<file path="src/rtl/line_sensor_reader.sv">
// Line-CCD timing generator and ADC capture feeding the max_finder peak search.
// Optional BLACK_LEVEL_SUB_EN subtracts the last dummy-pixel sample from each active pixel.
module line_sensor_reader #(
    parameter int PIXEL_COUNT  = 512,
    parameter int DUMMY_PIXELS = 16,
    parameter int PIX_DIV      = 8,
    parameter int SH_WIDTH     = 8,
    parameter int SAMPLE_PHASE = 5
) (
    input  logic       clk_in,
    input  logic       rst,
    input  logic       enable,
    input  logic [7:0] adc_data,
    output logic       sensor_sh,
    output logic       sensor_clk,
    output logic       start,
    output logic       data_valid,
    output logic [7:0] data_in,
    output logic [8:0] data_pos,
    output logic       busy,
    output logic       frame_done
);

    localparam int PH_W = (PIX_DIV > 1) ? $clog2(PIX_DIV) : 1;
    localparam logic [PH_W-1:0] PH_LAST   = PH_W'(PIX_DIV - 1);
    localparam logic [PH_W-1:0] PH_SAMPLE = PH_W'(SAMPLE_PHASE);
    localparam logic [PH_W-1:0] PH_HALF   = PH_W'(PIX_DIV / 2);
    localparam logic [15:0] SH_LAST     = 16'(SH_WIDTH - 1);
    localparam logic [15:0] DUMMY_LAST  = 16'(DUMMY_PIXELS - 1);
    localparam logic [15:0] ACTIVE_LAST = 16'(PIXEL_COUNT - 1);

    typedef enum logic [2:0] {
        S_IDLE,
        S_SH,
        S_DUMMY,
        S_ACTIVE,
        S_DONE
    } state_t;

    state_t            state_q;
    state_t            state_d;
    logic [15:0]       sh_cnt;
    logic [PH_W-1:0]   ph;
    logic [15:0]       pix;
    logic              ph_last;
    logic              sample;
    logic [7:0]        sample_val;

    assign ph_last = (ph == PH_LAST);
    assign sample  = (state_q == S_ACTIVE) && (ph == PH_SAMPLE);

    always_ff @(posedge clk_in) begin
        if (rst) begin
            state_q <= S_IDLE;
        end else begin
            state_q <= state_d;
        end
    end

    always_comb begin
        state_d    = state_q;
        sensor_sh  = 1'b0;
        sensor_clk = 1'b0;
        start      = 1'b0;
        busy       = 1'b0;
        frame_done = 1'b0;
        case (state_q)
            S_IDLE: begin
                if (enable) state_d = S_SH;
            end
            S_SH: begin
                sensor_sh = 1'b1;
                busy      = 1'b1;
                start     = (sh_cnt == 16'd0);
                if (sh_cnt == SH_LAST) state_d = (DUMMY_PIXELS == 0) ? S_ACTIVE : S_DUMMY;
            end
            S_DUMMY: begin
                busy       = 1'b1;
                sensor_clk = (ph < PH_HALF);
                if (ph_last && pix == DUMMY_LAST) state_d = S_ACTIVE;
            end
            S_ACTIVE: begin
                busy       = 1'b1;
                sensor_clk = (ph < PH_HALF);
                if (ph_last && pix == ACTIVE_LAST) state_d = S_DONE;
            end
            S_DONE: begin
                frame_done = 1'b1;
                state_d    = enable ? S_SH : S_IDLE;
            end
            default: state_d = S_IDLE;
        endcase
    end

    // Every state change restarts the timing counters from zero.
    always_ff @(posedge clk_in) begin
        if (rst) begin
            sh_cnt <= '0;
            ph     <= '0;
            pix    <= '0;
        end else if (state_d != state_q) begin
            sh_cnt <= '0;
            ph     <= '0;
            pix    <= '0;
        end else if (state_q == S_SH) begin
            sh_cnt <= sh_cnt + 16'd1;
        end else if (state_q == S_DUMMY || state_q == S_ACTIVE) begin
            ph <= ph_last ? '0 : ph + 1'b1;
            if (ph_last) pix <= pix + 16'd1;
        end
    end

`ifdef BLACK_LEVEL_SUB_EN
    logic [7:0] black_lvl;

    function automatic logic [7:0] sub_sat(input logic [7:0] a, input logic [7:0] b);
        return (a > b) ? (a - b) : 8'd0;
    endfunction

    always_ff @(posedge clk_in) begin
        if (rst) begin
            black_lvl <= '0;
        end else if (state_q == S_DUMMY && ph == PH_SAMPLE && pix == DUMMY_LAST) begin
            black_lvl <= adc_data;
        end
    end

    assign sample_val = sub_sat(adc_data, black_lvl);
`else
    assign sample_val = adc_data;
`endif

    // Output register stage: one cycle from the sampled adc_data to data_valid.
    always_ff @(posedge clk_in) begin
        if (rst) begin
            data_valid <= 1'b0;
            data_in    <= '0;
            data_pos   <= '0;
        end else begin
            data_valid <= sample;
            if (start) data_pos <= '0;
            if (sample) begin
                data_in  <= sample_val;
                data_pos <= pix[8:0];
            end
        end
    end

endmodule

</file>
<file path="config.mk">
export PLATFORM = sky130hd
export DESIGN_NAME = line_sensor_reader
export DESIGN_NICKNAME = d
export VERILOG_FILES = /design/src/rtl/line_sensor_reader.sv
export SDC_FILE = /design/constraint.sdc
export NUM_CORES = 1
export LEC_CHECK = 0
export ABC_AREA = 1
export CAP_MARGIN = 40
export CORE_UTILIZATION = 55
export DETAILED_ROUTE_END_ITERATION = 8
export PLACE_DENSITY = 0.78
export SLEW_MARGIN = 5
export SYNTH_ARGS = -nofsm -noshare
export SYNTH_HDL_FRONTEND = slang
export SYNTH_SLANG_ARGS = --single-unit
</file>
<file path="constraint.sdc">
create_clock -name clk_in -period 5 [get_ports clk_in]
set_input_delay 1.25 -clock clk_in [delete_from_list [all_inputs] [get_ports clk_in]]
set_output_delay 1.25 -clock clk_in [all_outputs]
set_load 0.005 [all_outputs]
</file>
==> results.py <==
metrics = {
    "routing": {
        "drc_errors": 0,
        "vias_per_cell": 4.91,
        "route.final.wire_length_mm": 5.41,
        "wl_per_cell_um": 11.3,
        "detail-route-antenna-nets": 0,
        "vias": 2358,
        "first_pass_iters": 4,
        "drt_iter0_drc": 91,
    },
    "placed_design": {
        "dp.final_hpwl_mm": 4.00,
        "gp_congestion": 0.838,
        "post-place-ws_ns": 1.48,
        "port_buffers": 33,
    },
    "clocking": {
        "ctsHoldBuffers": 0,
        "clock_sinks": 56,
        "cts-resized-gates": 0,
        "clkTransAtPathRegs_ns": 0.09,
        "clkLatencyLatePin_ns": 0.30,
        "htree_levels": 2,
        "numCtsBuffers": 5,
        "cts_setup_buffers": 0,
        "cts_root_buf": "clkbuf_8",
        "clockBufferDepth": 2,
        "cts_tree": "yes",
    },
    "critical_path": {
        "critPathLaunchType": "flop",
        "critPathCapture": "start",
        "r2r_slack_ns": 2.51,
        "r2r-start": "ph[0]",
        "crit_required_ns": 3.75,
        "arrival_ns": 2.24,
        "worstSetupStartpoint": "state_q[2]",
        "crit_fanout": 10,
        "timing.rr.end": "sh_cnt[6]",
        "r2r_cells": 13,
        "cp-end-kind": "primary output",
        "critPathKind": "flop to primary output",
    },
    "die": {
        "die_w_um": 75.3,
        "die-height_um": 75.3,
        "dieArea_um2": 5670,
        "initial_core_util_pct": 57.5,
        "io_pins": 34,
        "core_um2": 5140,
        "core.rowCount": 26,
    },
    "sta": {
        "max_clock_freq_mhz": 287,
        "grt_setup_unrepaired": "no",
        "fin_skew_ns": 0.00632,
        "slew-limit-headroom_pct": 42.3,
        "setup_viol": 0,
        "min_period_ns": 3.49,
        "finalSetupTns_ns": 0,
        "min_period_over_period_pct": 69.7,
        "worst_slack_ns": 1.51,
        "slew_viol_final": 0,
        "worstMarginPinSlew_ns": 0.866,
        "timing.hold.ws_ns": 0.472,
        "final_hold_viol_count": 0,
    },
    "yosys": {
        "ys_ff_latch": 56,
        "ys_async_sr_fraction_pct": 0,
        "seq_area_frac_synth_pct": 37.9,
        "syn-instance-count": 374,
        "synth_cell_types": 28,
        "synth_area_leaders": "dfxtp_1, nor2_4, nor2_1",
        "syn_avg_cell_area_um2": 7.90,
        "synth_edf_count": 0,
        "syn_area_um2": 2960,
        "synth_area_leader_cell": "dfxtp_1",
        "synth-main-ff-cell": "dfxtp_1",
        "syn_nets": 391,
        "synth_top_area_share_pct": 37.9,
        "yosys_warnings": 0,
    },
    "global_route": {
        "grt_start_max_net_pins": 36,
        "overflow": 0,
        "grt_pass1_vias": 2149,
        "antenna_found_initial": 0,
        "grt_pass1_wl_mm": 9.10,
        "grt_use_total_pct": 20.9,
    },
    "worst_hold_path": {
        "hp-class": "flop to flop",
        "whs_path_depth": 2,
    },
    "pwr": {
        "seq_power_share_pct": 59.4,
        "intPower_mw": 0.577,
        "power_mw": 0.757,
        "clock_power_share_pct": 32.8,
        "switching_share_pct": 23.7,
        "p_leak_nw": 1.25,
        "power_frac_comb_pct": 7.8,
        "switchingPower_mw": 0.179,
        "ir_drop_mv": 0.124,
        "power.density_nw_per_um2": 222,
    },
    "flow_run": {
        "maxCapViolations": 0,
    },
    "finish": {
        "fill_cells": 461,
        "fin_nets": 427,
        "drive_above_1_share_pct": 14.6,
        "syn2layout_area_growth_pct": 15.1,
        "n_antenna_cell": 0,
    },
    "status": {
        "status": "finished, final reports clean",
    },
}
==> cell usage in the layout, fill, tap and decap left out, drive strengths merged <==
master,instances
nor2,104
nand2,63
dfxtp,56
inv,44
clkdlybuf4s50,33
nand3,28
xor2,22
o21ai,19
nand4,9
ha,6
clkbuf,6
a21oi,5
xnor2,3
nor3,3
clkinv,3
nor4,2
a21boi,1
a31oi,1
or2,1
mux2i,1
==> flip-flops by register name, summed over array words and instances, names as in the netlist <==
| register | cells |
|---|---|
| data_in | 8 |
| ph | 3 |
| data_pos | 9 |
| pix | 16 |
| sh_cnt | 16 |
| data_valid | 1 |
| state_q | 3 |
==> synthesized netlist by cell type, types with 4 or more instances <==
cell type  count
nor2_1        64
ha_1           6
nand2_1       56
o21ai_0       19
nand4_1        8
nand3_1       27
nor2_2        11
nor2_4        29
xor2_1        22
dfxtp_1       56
a21oi_1        5
inv_1         41
nand2_2        4
==> cell families after synthesis <==
logic type,count (synthesis),synth area share (%)
flip-flops,56,37.9
AO/OA/AOI/OAI,26,4.53
buffers and inverters,50,8.00
multiplexers,1,0.339
XOR/XNOR,25,7.41
AND/OR/NAND/NOR,210,39.2
adder cells (fa/ha/maj),6,2.54
==> worst min-delay path by stage <==
stage                  end  slack [ns]         from
3_5_place_dp   data_pos[3]        0.46  data_pos[3]
4_1_cts        data_pos[3]        0.47  data_pos[3]
6_report       data_pos[3]        0.47  data_pos[3]
3_3_place_gp   data_pos[0]        0.46  data_pos[0]
2_1_floorplan  data_pos[0]        0.46  data_pos[0]
5_1_grt        data_pos[7]        0.50  data_pos[7]
==> worst max-delay path, cell delays in order, from the launching register on <==
cell and delay, ns:
dfxtp_1 0.38, nor2_1 0.20, nand2_4 0.12, nor4_1 0.62
clkdlybuf4s50_1 0.62
==> through the flow <==
step | instance area [um^2] | utilization [%] | instances
final | 3400 | 66.2 | 480
after CTS | 3400 | 66.2 | 480
after global placement | 3310 | 64.4 | 473
after global routing | 3400 | 66.2 | 480
after detailed placement | 3310 | 64.4 | 473
after floorplan | 2960 | - | 374
==> metal layers <==
metal	vias to the layer above	track usage, %	part of all wire (%)
li1	1237	-	-
met1	1080	25.1	45
met5	-	0	0
met3	5	3.70	3.4
met4	0	6.17	0.89
met2	36	38.1	51
==> power by group through the flow <==
stage                     clock network [mW]  registers [mW]  logic, mW
after floorplan                            0           0.459     0.0506
after global placement                     0           0.460     0.0585
after detailed placement                   0           0.460     0.0593
after CTS                              0.259           0.450     0.0596
after global routing                   0.273           0.450     0.0646
final                                  0.248           0.450     0.0591
==> final cells by class <==
cell class	count	area, um^2	area share [%]
multi-input combinational	268	1600	47.0
sequential	56	1120	33.0
timing repair buffer	33	330	9.71
inverter	46	173	5.08
tap	70	87.6	2.58
clock buffer	6	82.6	2.43
clock inverter	1	8.76	0.258
Power figures use the tool's default switching activity.
